[config.mk]
export PLATFORM = sky130hd
export DESIGN_NAME = if_prefetch_stage_flat
export DESIGN_NICKNAME = d
export VERILOG_FILES = /design/src/rtl/if_prefetch_stage_if.sv /design/src/rtl/if_prefetch_stage.sv /design/src/flat_wrapper.sv
export SDC_FILE = /design/constraint.sdc
export NUM_CORES = 1
export LEC_CHECK = 0
export CORE_UTILIZATION = 61
export DETAILED_ROUTE_END_ITERATION = 10
export PLACE_DENSITY_LB_ADDON = 0.25
export SYNTH_ARGS = -nofsm -noshare
export SYNTH_HDL_FRONTEND = slang
export SYNTH_SLANG_ARGS = --single-unit
[constraint.sdc]
create_clock -name i_clk -period 8.83 [get_ports i_clk]
set_input_delay 2.649 -clock i_clk [delete_from_list [all_inputs] [get_ports i_clk]]
set_output_delay 2.649 -clock i_clk [all_outputs]
set_load 0.03 [all_outputs]
[src/rtl/if_prefetch_stage_if.sv]
// Fetch-stage bundle: i_cache req/ready port, decode valid/ready
// port, redirect strobe and queue occupancy. master = fetch stage.
interface if_prefetch_stage_if #(
  parameter int XLEN  = 32,
  parameter int DEPTH = 4
);
  // memory side
  logic                   o_DataReq;
  logic [XLEN-1:0]        o_MemAddr;
  logic [XLEN-1:0]        i_DataBlock;
  logic                   i_MemReady;
  // decode side
  logic                   o_valid;
  logic                   i_ready;
  logic [XLEN-1:0]        o_inst;
  logic [XLEN-1:0]        o_pc;
  logic                   o_ex_inst_addr;
  // control side
  logic                   i_redirect;
  logic [XLEN-1:0]        i_redirect_pc;
  logic [$clog2(DEPTH):0] o_count;

  modport master (
    output o_DataReq, o_MemAddr,
    input  i_DataBlock, i_MemReady,
    output o_valid, o_inst, o_pc,
    output o_ex_inst_addr, o_count,
    input  i_ready,
    input  i_redirect, i_redirect_pc
  );

  modport slave (
    input  o_DataReq, o_MemAddr,
    output i_DataBlock, i_MemReady,
    input  o_valid, o_inst, o_pc,
    input  o_ex_inst_addr, o_count,
    output i_ready,
    output i_redirect, i_redirect_pc
  );
endinterface

[src/rtl/if_prefetch_stage.sv]
// Decoupled fetch unit: runs ahead into a DEPTH-entry queue and hands
// {pc, inst, ex} to decode. Ports: i_clk, i_rst (sync, low), bus.
module if_prefetch_stage #(
  parameter int              XLEN     = 32,
  parameter logic [XLEN-1:0] PC_RESET = '0,
  parameter int              DEPTH    = 4,
  parameter logic [XLEN-1:0] NOP_INST = 32'h0000_0013
) (
  input logic                 i_clk,
  input logic                 i_rst,
  if_prefetch_stage_if.master bus
);

  localparam int AW = $clog2(DEPTH);
  localparam int CW = AW + 1;

  typedef enum logic [1:0] {
    FETCH,
    DRAIN,
    HALT
  } state_t;

  typedef struct packed {
    logic [XLEN-1:0] pc;
    logic [XLEN-1:0] inst;
    logic            ex;
  } entry_t;

  state_t          state;
  state_t          state_n;
  logic [XLEN-1:0] pc;
  logic [XLEN-1:0] pc_n;
  logic [XLEN-1:0] addr;
  logic [XLEN-1:0] addr_n;
  logic            req;
  logic            req_n;
  logic            halt_pend;
  logic            halt_n;

  entry_t          q [DEPTH];
  logic [AW-1:0]   rd;
  logic [AW-1:0]   wr;
  logic [CW-1:0]   cnt;
  logic [CW-1:0]   cnt_after;

  logic            push;
  logic            flush;
  entry_t          push_e;
  logic [AW-1:0]   wa;

  logic            done;
  logic            pop;
  logic            mis;
  logic            valid;

  assign done  = req & bus.i_MemReady;
  assign valid = cnt != '0;
  assign pop   = valid & bus.i_ready;
  assign mis   = bus.i_redirect_pc[1:0] != 2'b00;

  always_ff @(posedge i_clk) begin
    if (!i_rst) begin
      state     <= FETCH;
      pc        <= PC_RESET;
      addr      <= PC_RESET;
      req       <= 1'b0;
      halt_pend <= 1'b0;
    end else begin
      state     <= state_n;
      pc        <= pc_n;
      addr      <= addr_n;
      req       <= req_n;
      halt_pend <= halt_n;
    end
  end

  always_comb begin
    state_n   = state;
    pc_n      = pc;
    addr_n    = addr;
    // a request stays up until its response strobe
    req_n     = req & ~bus.i_MemReady;
    halt_n    = halt_pend;
    push      = 1'b0;
    flush     = 1'b0;
    cnt_after = cnt;
    push_e    = '{pc: addr,
                  inst: bus.i_DataBlock,
                  ex: 1'b0};
    if (bus.i_redirect) begin
      flush  = 1'b1;
      pc_n   = bus.i_redirect_pc;
      halt_n = mis;
      if (req && !bus.i_MemReady) begin
        state_n = DRAIN;
      end else if (mis) begin
        push    = 1'b1;
        push_e  = '{pc: bus.i_redirect_pc,
                    inst: NOP_INST,
                    ex: 1'b1};
        state_n = HALT;
      end else if (req) begin
        // response squashed this cycle; reissue next cycle
        state_n = FETCH;
      end else begin
        req_n   = 1'b1;
        addr_n  = bus.i_redirect_pc;
        pc_n    = bus.i_redirect_pc + XLEN'(4);
        state_n = FETCH;
      end
    end else begin
      unique case (state)
        FETCH: begin
          push      = done;
          cnt_after = cnt + CW'(done) - CW'(pop);
          // credit: the new request needs a free slot
          if (!req_n && cnt_after < CW'(DEPTH)) begin
            req_n  = 1'b1;
            addr_n = pc;
            pc_n   = pc + XLEN'(4);
          end
        end
        DRAIN: begin
          if (done) begin
            if (halt_pend) begin
              push    = 1'b1;
              push_e  = '{pc: pc,
                          inst: NOP_INST,
                          ex: 1'b1};
              state_n = HALT;
            end else begin
              state_n = FETCH;
            end
          end
        end
        HALT: begin
          state_n = HALT;
        end
        default: begin
          state_n = FETCH;
        end
      endcase
    end
  end

  assign wa = flush ? '0 : wr;

  always_ff @(posedge i_clk) begin
    if (push) begin
      q[wa] <= push_e;
    end
  end

  always_ff @(posedge i_clk) begin
    if (!i_rst) begin
      rd  <= '0;
      wr  <= '0;
      cnt <= '0;
    end else if (flush) begin
      // same-cycle pop is simply lost with the flush
      rd  <= '0;
      wr  <= push ? AW'(1) : '0;
      cnt <= push ? CW'(1) : '0;
    end else begin
      rd  <= rd + AW'(pop);
      wr  <= wr + AW'(push);
      cnt <= cnt + CW'(push) - CW'(pop);
    end
  end

  assign bus.o_DataReq      = req;
  assign bus.o_MemAddr      = addr;
  assign bus.o_valid        = valid;
  assign bus.o_count        = cnt;
  assign bus.o_pc           = valid ? q[rd].pc : '0;
  assign bus.o_inst         = valid ? q[rd].inst : '0;
  assign bus.o_ex_inst_addr = valid & q[rd].ex;

endmodule

[src/flat_wrapper.sv]
// flat-port wrapper written by rule: the top's interface ports become plain ports
module if_prefetch_stage_flat 
#(
  parameter int              XLEN     = 32,
  parameter logic [XLEN-1:0] PC_RESET = '0,
  parameter int              DEPTH    = 4,
  parameter logic [XLEN-1:0] NOP_INST = 32'h0000_0013
)
  (i_clk, i_rst, bus_o_DataReq, bus_o_MemAddr, bus_i_DataBlock, bus_i_MemReady, bus_o_valid, bus_o_inst, bus_o_pc, bus_o_ex_inst_addr, bus_o_count, bus_i_ready, bus_i_redirect, bus_i_redirect_pc);
  if_prefetch_stage_if #(.XLEN(XLEN), .DEPTH(DEPTH)) bus_i ();
  input logic i_clk;
  input logic i_rst;
  output wire logic [$bits(bus_i.o_DataReq)-1:0] bus_o_DataReq;
  output wire logic [$bits(bus_i.o_MemAddr)-1:0] bus_o_MemAddr;
  input wire logic [$bits(bus_i.i_DataBlock)-1:0] bus_i_DataBlock;
  input wire logic [$bits(bus_i.i_MemReady)-1:0] bus_i_MemReady;
  output wire logic [$bits(bus_i.o_valid)-1:0] bus_o_valid;
  output wire logic [$bits(bus_i.o_inst)-1:0] bus_o_inst;
  output wire logic [$bits(bus_i.o_pc)-1:0] bus_o_pc;
  output wire logic [$bits(bus_i.o_ex_inst_addr)-1:0] bus_o_ex_inst_addr;
  output wire logic [$bits(bus_i.o_count)-1:0] bus_o_count;
  input wire logic [$bits(bus_i.i_ready)-1:0] bus_i_ready;
  input wire logic [$bits(bus_i.i_redirect)-1:0] bus_i_redirect;
  input wire logic [$bits(bus_i.i_redirect_pc)-1:0] bus_i_redirect_pc;
  assign bus_o_DataReq = bus_i.o_DataReq;
  assign bus_o_MemAddr = bus_i.o_MemAddr;
  assign bus_i.i_DataBlock = bus_i_DataBlock;
  assign bus_i.i_MemReady = bus_i_MemReady;
  assign bus_o_valid = bus_i.o_valid;
  assign bus_o_inst = bus_i.o_inst;
  assign bus_o_pc = bus_i.o_pc;
  assign bus_o_ex_inst_addr = bus_i.o_ex_inst_addr;
  assign bus_o_count = bus_i.o_count;
  assign bus_i.i_ready = bus_i_ready;
  assign bus_i.i_redirect = bus_i_redirect;
  assign bus_i.i_redirect_pc = bus_i_redirect_pc;
  if_prefetch_stage #(.XLEN(XLEN), .PC_RESET(PC_RESET), .DEPTH(DEPTH), .NOP_INST(NOP_INST)) u_core (.i_clk(i_clk), .i_rst(i_rst), .bus(bus_i));
endmodule
==> impl_metrics.csv, run 1 <==
group,metric,value,unit
synth,synth-compound-area-share,7.488,%
floorplan,row_count,57,
job,drv_cap,0,
synth,syn_inst,1109,
placed_design,gp_congestion,0.8751,
detailed_routing,wire_per_inst,21.61,um
clock_network,ctsResizeCount,0,
placed_design,port-buffer-count,170,
power,vdd_drop_max,0.0001667,V
finish,finalNonFillerCells,1604,
worst_setup_path,arrival,6320,ps
timing,period_minus_slack,6198,ps
synth,synthDistinctLibCells,62,
floorplan,initial_core_util,62.11,%
timing,slew_headroom,20.54,%
worst_setup_path,path_max_fanout,65,
timing,rsz0062_at_grt,"no",
synth,synthTopCellsByArea,"edfxtp_1 52%, dfxtp_1 9.9%, mux4_2 9.7%",
worst_setup_path,cp_num_buf_inv,1,
clock_network,cts_tree,"done",
finish,fin_area,18180,um2
worst_setup_path,worstSetupEndpointType,"register",
detailed_routing,first_pass_iters,7,
worst_setup_path,critPathRequiredTime,8950,ps
synth,synth-xor-area-share,3.305,%
synth,synth_area,15110,um2
detailed_routing,drt_iter0_drc,752,
clock_network,cts_post_setup_buffers_inserted,0,
power,leakage,6.199,nW
finish,nets,1331,
synth,avgSynthCellArea,13.62,um2
synth,synth-seq-cells,335,
worst_setup_path,path_delay_family,"compound AO/OA/AOI/OAI gates",
grt,grtUsageMet3,4.142,%
finish,drive_gt1_share,13.30,%
floorplan,boundaryPins,171,
grt,track_usage,27.92,%
outcome,status,"finished clean",
grt,grt_pass1_vias,9938,
placed_design,dpl_cell_area,17070,um2
worst_setup_path,slowest_delay,960,ps
synth,synth_top_family_by_area,"multiplexers",
synth,yosysTopAreaCell,"edfxtp_1",
synth,async_flop_share,0,%
worst_setup_path,startpoint_type,"primary input",
timing,slew_viol_final,0,
grt,use_met1,38.70,%
grt,grt_start_max_net_pins,66,
clock_network,clock_path_buffers,3,
grt,grt_antenna_before_repair,2,
worst_setup_path,critPathKind,"in -> reg",
synth,synth_top_area_share,51.69,%
grt,met2_usage,46.67,%
placed_design,numPlacedInstances,1541,
timing,max_freq,161.3,MHz
timing,timing_hold_violations_final,0,
synth,ys_warn_count,0,
finish,layout_commonest_cell,"edfxtp_1",
timing,setup_tns,0,ps
timing,fin_skew,12.44,ps
min_path,hold_class,"reg -> reg",
clock_network,cts_sinks,335,
synth,syn-num-nets,1187,
clock_network,h-tree-depth,2,
synth,synth_edf_count,260,
synth,synthAdderAreaFrac,0.7952,%
timing,setup_violations,0,
synth,seq_area_frac_synth,61.63,%
detailed_routing,drc,0,
grt,grt_pass1_wl,54720,um
clock_network,clk_latency,510,ps
power,powerDensity,211.4,nW/um2
clock_network,cts-root-buf,"clkbuf_16",
timing,max_slew.worst_pin.slew,1191,ps
synth,synthMuxAreaShare,12.49,%
finish,num-fill-cells,1546,
detailed_routing,num_vias,9873,
placed_design,dp.final_hpwl,21480,um
finish,layout_common_cells,"260 x edfxtp_1, 169 x clkdlybuf4s50_1, 115 x nor2_1",
min_path,holdPathStages,2,
clock_network,cts_hold_buf,0,
synth,synth_ff_type,"edfxtp_1",
floorplan,chipWidth,159.4,um
timing,post-route-period-util,70.19,%
detailed_routing,antenna_left,0,
synth,yosys.area_share.simple,11.91,%
floorplan,coreArea,24320,um2
detailed_routing,wirelength,34660,um
finish,utilization,74.76,%
clock_network,numCtsBuffers,34,
detailed_routing,viasPerCell,6.155,
grt,overflow,0,
worst_setup_path,cpMaxStageDelayCell,"o21a_4",
worst_setup_path,rr_worst_depth,6,
grt,busiest_layer,"met2",
worst_setup_path,cp.depth,7,
floorplan,dieArea,25400,um2
floorplan,die_h,159.4,um
clock_network,clkTransAtPathRegs,60,ps
finish,syn_to_final_growth,20.36,%
worst_setup_path,path_cells,"clkdlybuf4s50_1 > nand2b_1 > o21a_1 > nand2_2 > and2_1 > o21ai_0 > o21a_4",
-- sequential cells by signal (all words and copies together) (netlist names) --
name,flops
u_core.halt_pend,1
u_core.q,260
u_core.bus.o_count,3
u_core.wr,2
u_core.bus.o_DataReq,1
u_core.state,2
u_core.rd,2
u_core.pc,32
u_core.bus.o_MemAddr,32
-- worst min-delay path: stages, from the launching register on --
cell and delay [ps]:
dfxtp_1 320, nor2_1 100, a211oi_1 50
-- power by group --
group          total (mW)  internal, mW  switching, mW
sequential           1.86          1.80         0.0570
clock                1.41         0.818          0.588
combinational       0.583         0.244          0.339
-- logic make-up (layout without fill, tap and decap cells) --
family	Yosys count	after routing
other	0	2
adder cells (fa/ha/maj)	9	9
AND/OR/NAND/NOR	350	350
AO/OA/AOI/OAI	162	162
multiplexers	106	106
XOR/XNOR	57	57
flip-flops	335	335
buffers and inverters	90	259
-- cell usage after synthesis (all sizes together) (2+ instances only) --
library cell	number
o31a	4
nor3	10
or4b	2
o22ai	24
nand2b	11
a21o	2
mux4	65
nand4	11
nand3	19
nand2	49
o211ai	7
a21boi	3
buf	14
inv	15
xor2	33
o21ai	20
xnor2	24
a31oi	8
o2111ai	16
mux2i	31
clkbuf	61
mux2	10
or2	3
nor4	5
a21oi	25
o211a	6
ha	8
nor2	117
edfxtp	260
o21a	3
and3	37
or4	2
dfxtp	75
and4	5
o311ai	2
and2	75
a211oi	36
-- per-layer routing --
layer / vias up / part of all wire (%) / routed length (um)
met4: 0 / 1.7 / 580
met2: 379 / 49 / 17110
met1: 4933 / 42 / 14730
li1: 4513 / - / -
met3: 48 / 6.5 / 2243
met5: - / 0 / 0
-- layout make-up --
type	instances	area, um2	share of cell area, %
sequential	335	9314	51.23
antenna	2	5.005	0.02753
timing repair buffer	183	1797	9.882
multi-input combinational	684	5499	30.25
inverter	15	56.30	0.3097
clock buffer	45	983.4	5.409
clock inverter	16	121.4	0.6675
tap	324	405.4	2.230
-- final timing paths --
kind | start | to | slack, ps
worst max register to register | u_core.bus.o_DataReq | u_core.q[0][19] | 4930
worst min register to register | u_core.bus.o_MemAddr[29] | u_core.bus.o_MemAddr[29] | 520
worst max-delay path | bus_i_MemReady | u_core.q[0][19] | 2630
worst min-delay path | u_core.bus.o_MemAddr[29] | u_core.bus.o_MemAddr[29] | 520
-- metrics by stage --
stage / setup slack [ps] / hold WS [ps] / power, mW
CTS: 2650 / 514.9 / 3.856
floorplan: 2122 / 482.1 / 2.235
global route: 2395 / 547.0 / 3.968
finish: 2632 / 517.7 / 3.844
detailed placement: 2152 / 506.8 / 2.467
global placement: 2295 / 502.3 / 2.451
Power figures use the tool's default switching activity.
==> run 2: changes to the inputs <==
Settings changed: CORE_UTILIZATION 61 to 51.
Clock period 8.83 ns to 5.51 ns, I/O delays scaled along.
==> run 2 against run 1 <==
  * Sequential cell count stayed put
  * Clock power is 79% higher
  * Via count is 0.28% higher
  * Total power is 68% higher
  * Non-clock buffer count is 19 higher
  * Sequential share of layout area is 1.0 points lower
  * Critical path depth is 3 lower
  * Global-route usage is 4.4 points lower
  * Worst setup slack worse by 1800 ps
  * Hold slack hardly changed
  * Utilization is 11 points lower
  * Critical path type is now reg -> out
==> impl_metrics.csv, run 2 (synthesized netlist as in run 1, its figures left out) <==
group,metric,value,unit
timing,max_slew.worst_pin.slew,1054,ps
worst_setup_path,r2r_end,"u_core.bus.o_MemAddr[11]",
finish,drive_gt1_share,14.78,%
outcome,status,"finished clean",
floorplan,boundaryPins,171,
finish,nets,1352,
timing,setup_tns,0,ps
detailed_routing,wirelength,35400,um
clock_network,cts-root-buf,"clkbuf_16",
worst_setup_path,worstSetupEndpointType,"output pin",
floorplan,dieArea,30310,um2
placed_design,dp.final_hpwl,22790,um
timing,setup_violations,0,
worst_setup_path,rr_startpoint,"u_core.bus.o_count[1]",
floorplan,die_h,174.1,um
clock_network,clock_path_buffers,3,
finish,fin_area,18550,um2
timing,slew_viol_final,0,
worst_setup_path,path_max_fanout,32,
clock_network,ctsResizeCount,0,
timing,post-route-period-util,84.11,%
floorplan,initial_core_util,52.21,%
finish,layout_commonest_cell,"edfxtp_1",
floorplan,coreArea,28940,um2
grt,grt_antenna_before_repair,1,
finish,finalNonFillerCells,1684,
detailed_routing,num_vias,9901,
worst_setup_path,path_cells,"buf_4 > mux4_2 > and2_1 > clkdlybuf4s50_1",
finish,num-fill-cells,2136,
min_path,holdPathStages,2,
timing,period_minus_slack,4634,ps
placed_design,port-buffer-count,170,
clock_network,cts_hold_buf,0,
timing,timing_hold_violations_final,0,
worst_setup_path,rrSetupSlack,2490,ps
min_path,hold_class,"reg -> reg",
grt,grt_pass1_vias,9596,
timing,fin_skew,25.07,ps
floorplan,row_count,62,
finish,layout_common_cells,"260 x edfxtp_1, 169 x clkdlybuf4s50_1, 115 x nor2_1",
detailed_routing,drc,0,
worst_setup_path,slowest_delay,760,ps
detailed_routing,drt_iter0_drc,836,
clock_network,cts_sinks,335,
grt,track_usage,23.57,%
timing,rsz0062_at_grt,"no",
finish,regMostFlops,"u_core.q",
placed_design,dpl_cell_area,17300,um2
worst_setup_path,arrival,2980,ps
placed_design,gp_congestion,0.8657,
clock_network,cts_post_setup_buffers_inserted,0,
timing,max_freq,215.8,MHz
clock_network,numCtsBuffers,36,
finish,syn_to_final_growth,22.82,%
timing,slew_headroom,29.19,%
worst_setup_path,critPathKind,"reg -> out",
detailed_routing,viasPerCell,5.879,
grt,overflow,0,
grt,grt_pass1_wl,55200,um
detailed_routing,antenna_left,0,
detailed_routing,first_pass_iters,7,
worst_setup_path,path_delay_family,"buffers and inverters",
job,drv_cap,0,
worst_setup_path,cpMaxStageDelayCell,"dfxtp_4",
clock_network,h-tree-depth,2,
clock_network,clkTransAtPathRegs,60,ps
worst_setup_path,startpoint_type,"register",
placed_design,numPlacedInstances,1620,
detailed_routing,wire_per_inst,21.02,um
power,leakage,6.369,nW
floorplan,chipWidth,174.1,um
min_path,min_from,"u_core.bus.o_MemAddr[30]",
worst_setup_path,critPathRequiredTime,3860,ps
min_path,hold_path_end,"u_core.bus.o_MemAddr[30]",
grt,grt_start_max_net_pins,59,
power,powerDensity,347.5,nW/um2
power,vdd_drop_max,0.0002410,V
worst_setup_path,cp_num_buf_inv,2,
worst_setup_path,rr_worst_depth,10,
finish,largest_reg_flops,260,
clock_network,cts_tree,"done",
clock_network,clk_latency,520,ps
run 2: cell count changes in the layout (fill, tap and decap cells not counted), moves of 2 or more:
| cell | before | now |
|---|---|---|
| buf_4 | 14 | 32 |
| bufinv_16 | 1 | 7 |
| clkbuf_8 | 7 | 0 |
| clkbuf_1 | 3 | 1 |
| clkinv_2 | 9 | 11 |
| clkbuf_16 | 35 | 37 |
run 2: per-layer routing:
layer	vias up	routed length (um)	GRT usage, %	share of wire, %
li1	4569	-	-	-
met2	358	17080	38.30	48
met4	0	562	5.300	1.6
met1	4932	15550	33.55	44
met3	42	2208	3.762	6.2
met5	-	0	0	0
run 2: how the worst max path moves through the flow:
stage / start / end / slack [ps] / cells after the start
2_1_floorplan: bus_i_redirect / u_core.q[0][0] / 620 / 5
3_3_place_gp: bus_i_ready / u_core.pc[28] / 900 / 11
3_5_place_dp: bus_i_ready / u_core.pc[28] / 870 / 11
4_1_cts: u_core.rd[0] / bus_o_inst[29] / 790 / 4
5_1_grt: u_core.rd[0] / bus_o_inst[25] / 700 / 4
6_report: u_core.rd[0] / bus_o_inst[29] / 880 / 4
run 2: worst register-to-register path: stages (launching register included):
cell and delay, ps:
dfxtp_1 480, nor2_1 120, or2_2 330, ha_1 270, and3_1 230, nor2_1 230, nor3_1 130, o41ai_4 330
buf_4 420, nor2_1 100, a211oi_1 270
run 2: power by group:
part	leakage, nW	switching (mW)	internal [mW]
Clock	0.617	0.972	1.56
Combinational	2.73	0.550	0.399
Sequential	3.02	0.0871	2.88
run 2: cell type report:
class,instances,area [um2],share of cell area (%)
Clock buffer,38,929.6,5.011
Timing Repair Buffer,202,1952,10.52
Antenna cell,1,2.502,0.01349
Inverter,15,56.30,0.3035
Tap cell,384,480.5,2.590
Sequential cell,335,9316,50.22
Multi-Input combinational cell,684,5499,29.64
Clock inverter,25,316.6,1.706
run 2: per-stage QoR:
step	hold slack [ps]	power [mW]	util, %	setup WS [ps]
floorplan	482.1	3.581	-	619.5
CTS	521.1	6.497	64.11	788.7
detailed placement	512.4	3.970	59.80	865.5
finish	517.8	6.448	64.12	875.6
global route	551.5	6.669	64.12	702.4
global placement	502.9	3.950	59.80	901.9
==> run 3: changes to the inputs <==
Clock period 5.51 ns to 4.05 ns, I/O delays scaled along.
==> run 3 against run 2 <==
  * Utilization rose by 0.21 points
  * Sequential share of layout area fell by 0.17 points
  * Final area rose by 0.33%
  * Worst setup slack got worse by 700 ps
  * Sequential power rose by 36%
  * Hold slack improved by 4.0 ps
  * Critical path type unchanged
==> impl_metrics.csv, run 3 (synthesized netlist as in run 1, its figures left out) <==
group,metric,value,unit
outcome,status,"finished clean",
power,powerDensity,456.3,nW/um2
detailed_routing,wire_per_inst,20.59,um
placed_design,port-buffer-count,170,
worst_setup_path,cp_num_buf_inv,2,
detailed_routing,first_pass_iters,5,
worst_setup_path,critPathRequiredTime,2830,ps
clock_network,numCtsBuffers,36,
detailed_routing,viasPerCell,5.816,
timing,setup_violations,0,
finish,utilization,64.33,%
finish,drive_gt1_share,14.44,%
power,vdd_drop_max,0.0002935,V
floorplan,initial_core_util,52.21,%
min_path,min_from,"u_core.bus.o_MemAddr[30]",
power,leakage,6.369,nW
timing,period_minus_slack,3870,ps
worst_setup_path,cp-startpoint,"u_core.bus.o_count[1]",
detailed_routing,drc,0,
finish,nets,1360,
min_path,hold_class,"reg -> reg",
floorplan,coreArea,28940,um2
timing,max_freq,258.4,MHz
detailed_routing,antenna_left,0,
timing,fin_skew,7.798,ps
timing,post-route-period-util,95.56,%
clock_network,cts_sinks,335,
timing,max_slew.worst_pin.slew,1018,ps
finish,layout_common_cells,"260 x edfxtp_1, 169 x clkdlybuf4s50_1, 115 x nor2_1",
worst_setup_path,critPathKind,"reg -> out",
timing,whs,521.8,ps
detailed_routing,num_vias,9858,
clock_network,cts-root-buf,"clkbuf_16",
clock_network,clock_path_buffers,3,
job,drv_cap,0,
timing,timing_hold_violations_final,0,
worst_setup_path,path_cells,"or3_2 > buf_12 > and2_1 > clkdlybuf4s50_1",
finish,largest_reg_flops,260,
worst_setup_path,worstSetupEndpointType,"output pin",
worst_setup_path,rr_startpoint,"u_core.bus.o_count[1]",
grt,grt_start_max_net_pins,66,
timing,rsz0062_at_grt,"no",
clock_network,h-tree-depth,2,
clock_network,cts_post_setup_buffers_inserted,0,
finish,layout_commonest_cell,"edfxtp_1",
clock_network,clk_latency,510,ps
floorplan,dieArea,30310,um2
placed_design,dp.final_hpwl,22290,um
worst_setup_path,slowest_delay,670,ps
floorplan,boundaryPins,171,
worst_setup_path,path_max_fanout,62,
finish,finalNonFillerCells,1695,
clock_network,ctsResizeCount,0,
grt,grt_antenna_before_repair,1,
floorplan,row_count,62,
grt,grt_pass1_vias,9807,
detailed_routing,wirelength,34900,um
timing,slew_headroom,31.64,%
floorplan,die_h,174.1,um
finish,syn_to_final_growth,23.23,%
worst_setup_path,startpoint_type,"register",
worst_setup_path,path_delay_family,"simple AND/OR/NAND/NOR gates",
placed_design,gp_congestion,0.8567,
worst_setup_path,arrival,2660,ps
detailed_routing,drt_iter0_drc,767,
clock_network,clkTransAtPathRegs,60,ps
finish,regMostFlops,"u_core.q",
clock_network,cts_hold_buf,0,
worst_setup_path,cpMaxStageDelayCell,"or3_2",
clock_network,cts_tree,"done",
grt,track_usage,23.36,%
grt,grt_pass1_wl,55120,um
placed_design,numPlacedInstances,1628,
floorplan,chipWidth,174.1,um
timing,slew_viol_final,0,
grt,overflow,0,
-- run 3: cell count changes in the layout (fill, tap and decap cells not counted) --
cell,before,now
clkinvlp_4,2,0
bufinv_16,7,2
diode_2,1,2
inv_6,1,3
buf_4,32,30
clkinv_1,2,7
inv_8,1,0
clkinv_2,11,5
clkbuf_8,0,1
clkbuf_1,1,9
buf_12,1,11
-- run 3: worst register-to-register path, delay by kind of cell (launching register included) --
kind	cells	cell delay, ps
buf+inv	1	240
flops	1	510
simple gates	6	1150
fa+ha+maj	1	270
compound gates	2	700
-- run 3: area by class of cell --
type                       count  area (um2)
multi-input combinational    684        5499
inverter                      15       56.30
fill                        2167       10320
antenna                        2       5.005
clock buffer                  47       973.4
clock inverter                18       146.4
tap                          384       480.5
timing repair buffer         210        2137
sequential                   335        9316
-- run 3: layer usage --
metal	wire length, um	track usage [%]
met1	15350	32.48
met3	1882	3.237
met2	17100	38.97
met4	558	5.665
met5	0	0
-- run 3: path summary, 6_finish.rpt --
check                             endpoint  depth (start not counted)  slack (ps)
setup / recovery            bus_o_inst[31]                          4         180
hold / removal    u_core.bus.o_MemAddr[30]                          2         520
setup reg to reg  u_core.bus.o_MemAddr[13]                         10        1090
hold reg to reg   u_core.bus.o_MemAddr[30]                          2         520
-- run 3: stage by stage --
step	area [um2]	setup WS, ps	total power, mW	TNS [ps]
2_1_floorplan	15110	-131.8	4.870	-17060
3_3_place_gp	17490	42.55	5.403	0
3_5_place_dp	17490	6.201	5.433	0
4_1_cts	18610	153.0	8.554	0
5_1_grt	18610	95.96	8.800	0
6_report	18610	179.7	8.494	0
-- run 3: power breakdown --
part	internal, mW	switching, mW	leakage (nW)	total (mW)
Clock	1.83	1.30	0.550	3.13
Sequential	3.92	0.116	3.02	4.03
Combinational	0.569	0.757	2.80	1.33
Total	6.32	2.18	6.37	8.49
